**config.mk**
```make
export PLATFORM = sky130hd
export DESIGN_NAME = fp_normalize_seq
export DESIGN_NICKNAME = d
export VERILOG_FILES = /design/src/rtl/fp_pkg.sv /design/src/rtl/fp_normalize_seq.sv
export SDC_FILE = /design/constraint.sdc
export NUM_CORES = 1
export LEC_CHECK = 0
export CORE_ASPECT_RATIO = 0.5
export CORE_MARGIN = 4
export CORE_UTILIZATION = 43
export CTS_CLUSTER_DIAMETER = 60
export DETAILED_ROUTE_END_ITERATION = 7
export PLACE_DENSITY = 0.77
export SLEW_MARGIN = 0
export SYNTH_ARGS = -nofsm -noshare
export SYNTH_HDL_FRONTEND = slang
export SYNTH_SLANG_ARGS = --single-unit
```
**constraint.sdc**
```tcl
create_clock -name clk -period 1.8 [get_ports clk]
set_input_delay 0.36 -clock clk [delete_from_list [all_inputs] [get_ports clk]]
set_output_delay 0.36 -clock clk [all_outputs]
set_load 0.01 [all_outputs]
```
**src/rtl/fp_pkg.sv**
```systemverilog
// Shared definitions for the floating-point normalization stage:
// default field widths, FSM state encoding and the normalized-result record.
package fp_pkg;

    localparam int FP_EXP_W  = 8;
    localparam int FP_MANT_W = 24;

    typedef enum logic [1:0] {
        ST_IDLE  = 2'd0,
        ST_SHIFT = 2'd1,
        ST_HOLD  = 2'd2
    } norm_state_e;

    typedef struct packed {
        logic zero;
        logic overflow;
        logic underflow;
        logic sticky;
    } norm_flags_t;

    typedef struct packed {
        logic                 sign;
        logic [FP_EXP_W-1:0]  exp;
        logic [FP_MANT_W-1:0] mant;
        norm_flags_t          flags;
    } norm_result_t;

    function automatic norm_flags_t flags_clear();
        norm_flags_t f;
        f = '{zero: 1'b0, overflow: 1'b0, underflow: 1'b0, sticky: 1'b0};
        return f;
    endfunction

endpackage

```
**src/rtl/fp_normalize_seq.sv**
```systemverilog
// Sequential post-add normalizer: fixes carry-out in one step, or left-shifts
// one bit per cycle until the hidden bit is set, then holds the result.
module fp_normalize_seq
    import fp_pkg::*;
#(
    parameter int EXP_W  = FP_EXP_W,
    parameter int MANT_W = FP_MANT_W
) (
    input  logic              clk,
    input  logic              rst_n,
    input  logic              in_valid,
    output logic              in_ready,
    input  logic              in_sign,
    input  logic [EXP_W-1:0]  in_exp,
    input  logic [MANT_W:0]   in_mant,
    output logic              out_valid,
    input  logic              out_ready,
    output logic              out_sign,
    output logic [EXP_W-1:0]  out_exp,
    output logic [MANT_W-1:0] out_mant,
    output logic              out_zero,
    output logic              out_overflow,
    output logic              out_underflow,
    output logic              out_sticky
);

    localparam logic [EXP_W-1:0] EXP_ONE  = EXP_W'(1);
    localparam logic [EXP_W-1:0] EXP_ONES = '1;
    // A carry from this exponent or above would reach all-ones (or wrap).
    localparam logic [EXP_W-1:0] EXP_OVF  = EXP_ONES - EXP_ONE;

    norm_state_e       state_q, state_d;
    logic              sign_q,  sign_d;
    logic [EXP_W-1:0]  exp_q,   exp_d;
    logic [MANT_W-1:0] mant_q,  mant_d;
    norm_flags_t       flags_q, flags_d;

    always_ff @(posedge clk or negedge rst_n) begin
        if (!rst_n) begin
            state_q <= ST_IDLE;
            sign_q  <= 1'b0;
            exp_q   <= '0;
            mant_q  <= '0;
            flags_q <= flags_clear();
        end else begin
            state_q <= state_d;
            sign_q  <= sign_d;
            exp_q   <= exp_d;
            mant_q  <= mant_d;
            flags_q <= flags_d;
        end
    end

    always_comb begin
        state_d = state_q;
        sign_d  = sign_q;
        exp_d   = exp_q;
        mant_d  = mant_q;
        flags_d = flags_q;

        case (state_q)
            ST_IDLE: begin
                if (in_valid) begin
                    sign_d  = in_sign;
                    flags_d = flags_clear();
                    state_d = ST_HOLD;
                    if (in_mant == '0) begin
                        exp_d        = '0;
                        mant_d       = '0;
                        flags_d.zero = 1'b1;
                    end else if (in_mant[MANT_W]) begin
                        flags_d.sticky = in_mant[0];
                        if (in_exp >= EXP_OVF) begin
                            exp_d            = EXP_ONES;
                            mant_d           = '0;
                            flags_d.overflow = 1'b1;
                        end else begin
                            exp_d  = in_exp + EXP_ONE;
                            mant_d = in_mant[MANT_W:1];
                        end
                    end else begin
                        // Subnormal and already-normalized inputs pass through.
                        exp_d  = in_exp;
                        mant_d = in_mant[MANT_W-1:0];
                        if ((in_exp != '0) && !in_mant[MANT_W-1]) begin
                            state_d = ST_SHIFT;
                        end
                    end
                end
            end

            ST_SHIFT: begin
                if (exp_q <= EXP_ONE) begin
                    // No room left to shift: flush to the subnormal exponent.
                    exp_d             = '0;
                    flags_d.underflow = 1'b1;
                    state_d           = ST_HOLD;
                end else begin
                    mant_d = {mant_q[MANT_W-2:0], 1'b0};
                    exp_d  = exp_q - EXP_ONE;
                    if (mant_q[MANT_W-2]) begin
                        state_d = ST_HOLD;
                    end
                end
            end

            ST_HOLD: begin
                if (out_ready) begin
                    state_d = ST_IDLE;
                end
            end

            default: begin
                state_d = ST_IDLE;
            end
        endcase
    end

    assign in_ready      = (state_q == ST_IDLE) && rst_n;
    assign out_valid     = (state_q == ST_HOLD);
    assign out_sign      = sign_q;
    assign out_exp       = exp_q;
    assign out_mant      = mant_q;
    assign out_zero      = flags_q.zero;
    assign out_overflow  = flags_q.overflow;
    assign out_underflow = flags_q.underflow;
    assign out_sticky    = flags_q.sticky;

endmodule

```
After elaboration in Yosys (flattened, before gate mapping). Index checks and enable logic that the tools add are counted.

$add $sub $neg: 2. Magnitude comparators: 2. Equality and inequality tests: 7. Muxes and demuxes: 29. Reduce and logical (&&, ||, !) cells: 12.

Operator list (number): $mux 24 (5); $pmux 24 s2 (1); $mux 8 (5); $logic_not 25->1 (1); $mux 2 (8); $pmux 8 s2 (1); $reduce_and 3->1 (3); $add 8x1->8 const B (1); $ge 8x8->1 const B (1); $le 8x1->1 const B (1); $reduce_bool 8->1 (1); $sub 8x1->8 const B (1); $mux 1 (7); $ne 2x2->1 const B (3); $pmux 2 s3 (1); $reduce_and 2->1 (2); $ne 3x3->1 const B (1); $eq 2x1->1 const B (1); $eq 2x2->1 const B (1); $logic_and 1x1->1 (2); $logic_not 2->1 (1); $ne 2x1->1 const B (1); $pmux 1 s2 (1); $reduce_bool 2->1 (1); $logic_not 1->1 (1).

Register bits: 39. Input port bits: 38. Output and inout port bits: 39. Logic and storage cells: 60.

Logic depth before layout (Yosys ltp).
Depth in word-level cells: 7. Depth in mapped cells: 8. Mapped depth without buffers: 6.

Worst setup path after synthesis. No wires, ideal clock.

Kind: register to register. Start: register exp_q[0], in the netlist out_exp[0]. End: register exp_q[5], in the netlist out_exp[5]. Library setup time: 87 ps. Arrival: 1864 ps. Required time: 1713 ps. Setup slack: -151 ps. Cell stages (with the launch flop): 7. Clock period less this slack: 1951 ps. Cell sequence: dfrtp_1 -> inv_1 -> ha_1 -> nor2_1 -> nor3_1 -> or4_2 -> o211ai_1.

Longest elaborated chain between the ends: 3.

Ends and longest elaborated chain: from (decl) (RTL line fp_normalize_seq.sv:34) `logic [EXP_W-1:0] exp_q, exp_d;`; from (signal assigned) (RTL line fp_normalize_seq.sv:48) `exp_q <= exp_d;`; $sub 8x1->8 / $le 8x1->1 (equally long branches) (RTL line fp_normalize_seq.sv:100, fp_normalize_seq.sv:93); $mux 8 * (RTL line fp_normalize_seq.sv:93) `if (exp_q <= EXP_ONE) begin`; $pmux 8 s2 * (RTL line fp_normalize_seq.sv:61) `case (state_q)`.

Every way passes the cells marked *; elsewhere a longest branch is shown, timed or not. A chain may end at the register's enable or synchronous reset.

Worst setup path after layout.
Start: register exp_q[4], in the netlist out_exp[4]. End: register mant_q[12], in the netlist out_mant[12].

Longest elaborated chain between the ends: 3.

Ends and longest elaborated chain: $le 8x1->1 (RTL line fp_normalize_seq.sv:93); $ne 2x2->1 (no line); $reduce_and 3->1 (no line); to (signal assigned) (RTL line fp_normalize_seq.sv:49) `mant_q <= mant_d;`; to (decl) (RTL line fp_normalize_seq.sv:35) `logic [MANT_W-1:0] mant_q, mant_d;`.

Every way passes these cells.

==> impl_metrics.json <==
{
  "fin_nets": 478,
  "syn_nets": 345,
  "cp_slowest_cell": "or4_4",
  "clockBufferDepth": 2,
  "route.detailed.drc": 0,
  "fin_hold_ws_ns": 0.2196,
  "synth_seq_cells": 39,
  "root_buffer": "clkbuf_16",
  "synth_edf_count": 0,
  "rsz0062_at_grt": "yes",
  "cts_sinks": 39,
  "path_cells": "or4_4 -> buf_6 -> o41ai_4 -> buf_6 -> clkbuf_16 -> nand3_1 -> nand3_1",
  "p_leak_nw": 1.847,
  "area_growth_pct": 65.53,
  "fmaxAchievable_mhz": 526.5,
  "clock_latency_ns": 0.28,
  "synth_common_cells": "73 x nand3_1, 39 x dfrtp_1, 36 x nand2_1",
  "final_antenna_net_count": 0,
  "synth_top_area_share_pct": 37.97,
  "drive_gt1_share_pct": 31.42,
  "place_hpwl_mm": 6.284,
  "power.density_nw_per_um2": 1422,
  "arrival_ns": 2.12,
  "cts.clk_slew.worst_paths_ns": 0.06,
  "wirelength_mm": 9.229,
  "diodes": 0,
  "grt_util_met1_pct": 30.51,
  "cts_inserted_buffers": 5,
  "yosysSeqAreaShare_pct": 37.97,
  "hold_path.class": "in -> async",
  "critPathMaxFanout": 13,
  "finalCritPeriodShare_pct": 105.5,
  "cp_num_buf_inv": 3,
  "die_h_um": 62.67,
  "dr.first_iter.drc_count": 288,
  "drt-pass1-iter-count": 5,
  "num_io_pins": 77,
  "overflow": 0,
  "top_usage_layer": "met2",
  "ctsHoldBuffers": 0,
  "power_mw": 6.050,
  "grt_pass1_vias": 2839,
  "status": "finished, violations left",
  "yosysTopAreaCell": "dfrtp_1",
  "use_met3_pct": 3.617,
  "final.setup_skew_ns": 0.002672,
  "tightest_slew_ns": 0.5300,
  "synth_area_leaders": "dfrtp_1 38%, nand3_1 14%, mux2_2 9.6%, nand2_1 5.3%, ha_1 2.4%",
  "core_sq_um": 5634,
  "synth_flop_cell": "dfrtp_1",
  "critPathTopFamily": "simple AND/OR/NAND/NOR gates",
  "end_kind": "register",
  "finalHoldViolations": 0,
  "cp-start-kind": "register",
  "syn_inst": 302,
  "grt_max_degree": 40,
  "worstPathRequired_ns": 2.02,
  "htreeDepth": 2,
  "die_area_sq_um": 7352,
  "vias": 3037,
  "rows": 19,
  "viasPerCell": 5.967,
  "setup_viol": 29,
  "slowest_delay_ns": 0.55,
  "antenna_found_initial": 0,
  "min_period_ns": 1.899,
  "routabilityCongestion": 0.8604,
  "fillers": 385,
  "synth.most_common_cell": "nand3_1",
  "use_met2_pct": 39.94,
  "maxCapViolCount": 0,
  "slew_violations": 0,
  "groute.usage.overall_pct": 22.98,
  "synth_area_per_cell_sq_um": 8.510,
  "wl_per_cell_um": 18.13,
  "portBuffers": 76,
  "worst_slack_ns": -0.09946,
  "grt_pass1_wl_mm": 14.13,
  "async_flop_share_pct": 100.0,
  "ir_drop_uv": 702.3,
  "cts_tree": "done",
  "yosysUniqueCellTypes": 50,
  "netlist_area_sq_um": 2570,
  "yosysWarnings": 0,
  "relSlewSlack_pct": 64.66,
  "failed_checks": "negative setup slack",
  "worstSetupPathType": "reg -> reg",
  "die_x_um": 117.3,
  "placed_area_sq_um": 3869,
  "start_util_pct": 45.61,
  "design_area_sq_um": 4254
}
==> state kept, by name, indices dropped and copies added, names as in the netlist <==
name           count
out_mant          24
out_sticky         1
out_exp            8
state_q            2
out_underflow      1
out_overflow       1
out_zero           1
out_sign           1
==> repair_timing <==
item,4_1_cts,5_1_grt
cloned,0,2
gates resized for setup,9,32
endpoints found under the setup margin,30,34
buffers inserted,0,3
pin swaps,2,9
==> stage by stage <==
stage               util [%]  instances  setup TNS [ns]  setup slack, ns
floorplan                  -        302         -0.2496         -0.02863
detailed placement     68.67        496          -10.19          -0.3745
CTS                    71.51        504         -0.2412         -0.04642
finish                 75.51        509          -1.465         -0.09946
global route           75.51        509          -3.427          -0.1549
global placement       68.67        496          -7.947          -0.2935
==> routing by layer <==
layer / up-vias / wire length [um]
met1: 1470 / 4036
met3: 19 / 641
met4: 0 / 148
met5: - / 0
li1: 1389 / -
met2: 159 / 4402
==> worst paths after layout <==
path,from,to,slack [ns],depth (start not counted)
max,out_exp[4]$_DFFE_PN0P_,out_mant[12]$_DFFE_PN0P_,-0.1,7
min in group clk,out_sign$_DFFE_PN0P_,out_sign$_DFFE_PN0P_,0.48,2
max reg2reg,out_exp[4]$_DFFE_PN0P_,out_mant[12]$_DFFE_PN0P_,-0.1,7
max in group asynchronous,rst_n,out_mant[6]$_DFFE_PN0P_,1.22,2
min,rst_n,out_mant[13]$_DFFE_PN0P_,0.22,2
min reg2reg,out_sign$_DFFE_PN0P_,out_sign$_DFFE_PN0P_,0.48,2
==> placed cells by master, fill, tap and decap left out, drive strengths merged, types with 2 or more instances in the layout <==
cell and count:
nand3 73, clkdlybuf4s50 71, buf 70, dfrtp 39
nand2 36, mux2 22, o21ai 13, nor2 11
clkbuf 9, nor4 9, inv 7, nor3 7
nor2b 6, o22ai 5, a21oi 5, ha 5
nand2b 4, a31oi 4, nand4 3, or2 2
or4 2, nor3b 2, o211ai 2, dlymetal6s2s 2
dlygate4sd2 2, o2111ai 2, o221ai 2
==> area by class of cell <==
class	instances	area (sq um)	area share (%)
Tap cell	73	91.34	2.147
Clock buffer	7	132.6	3.118
Sequential cell	39	975.9	22.94
Multi-Input combinational cell	235	1639	38.53
Timing Repair Buffer	147	1384	32.53
Clock inverter	1	5.005	0.1176
Inverter	7	26.28	0.6176
==> where the power goes <==
| group | internal, mW | switching [mW] | total, mW |
|---|---|---|---|
| Clock | 0.512 | 0.341 | 0.853 |
| Combinational | 1.82 | 1.68 | 3.50 |
| Sequential | 1.29 | 0.406 | 1.70 |
| Total | 3.62 | 2.43 | 6.05 |
==> logic make-up after synthesis <==
| logic type | Yosys count | share of synthesized area (%) |
|---|---|---|
| buffers and inverters | 28 | 5.307 |
| adders and majority gates | 5 | 2.434 |
| and+or+nand+nor | 161 | 31.45 |
| muxes | 22 | 9.640 |
| AOI/OAI and AO/OA | 46 | 12.85 |
| xor gates and xnor gates | 1 | 0.3409 |
| DFF | 39 | 37.97 |
(Power assumes the default switching activity.)
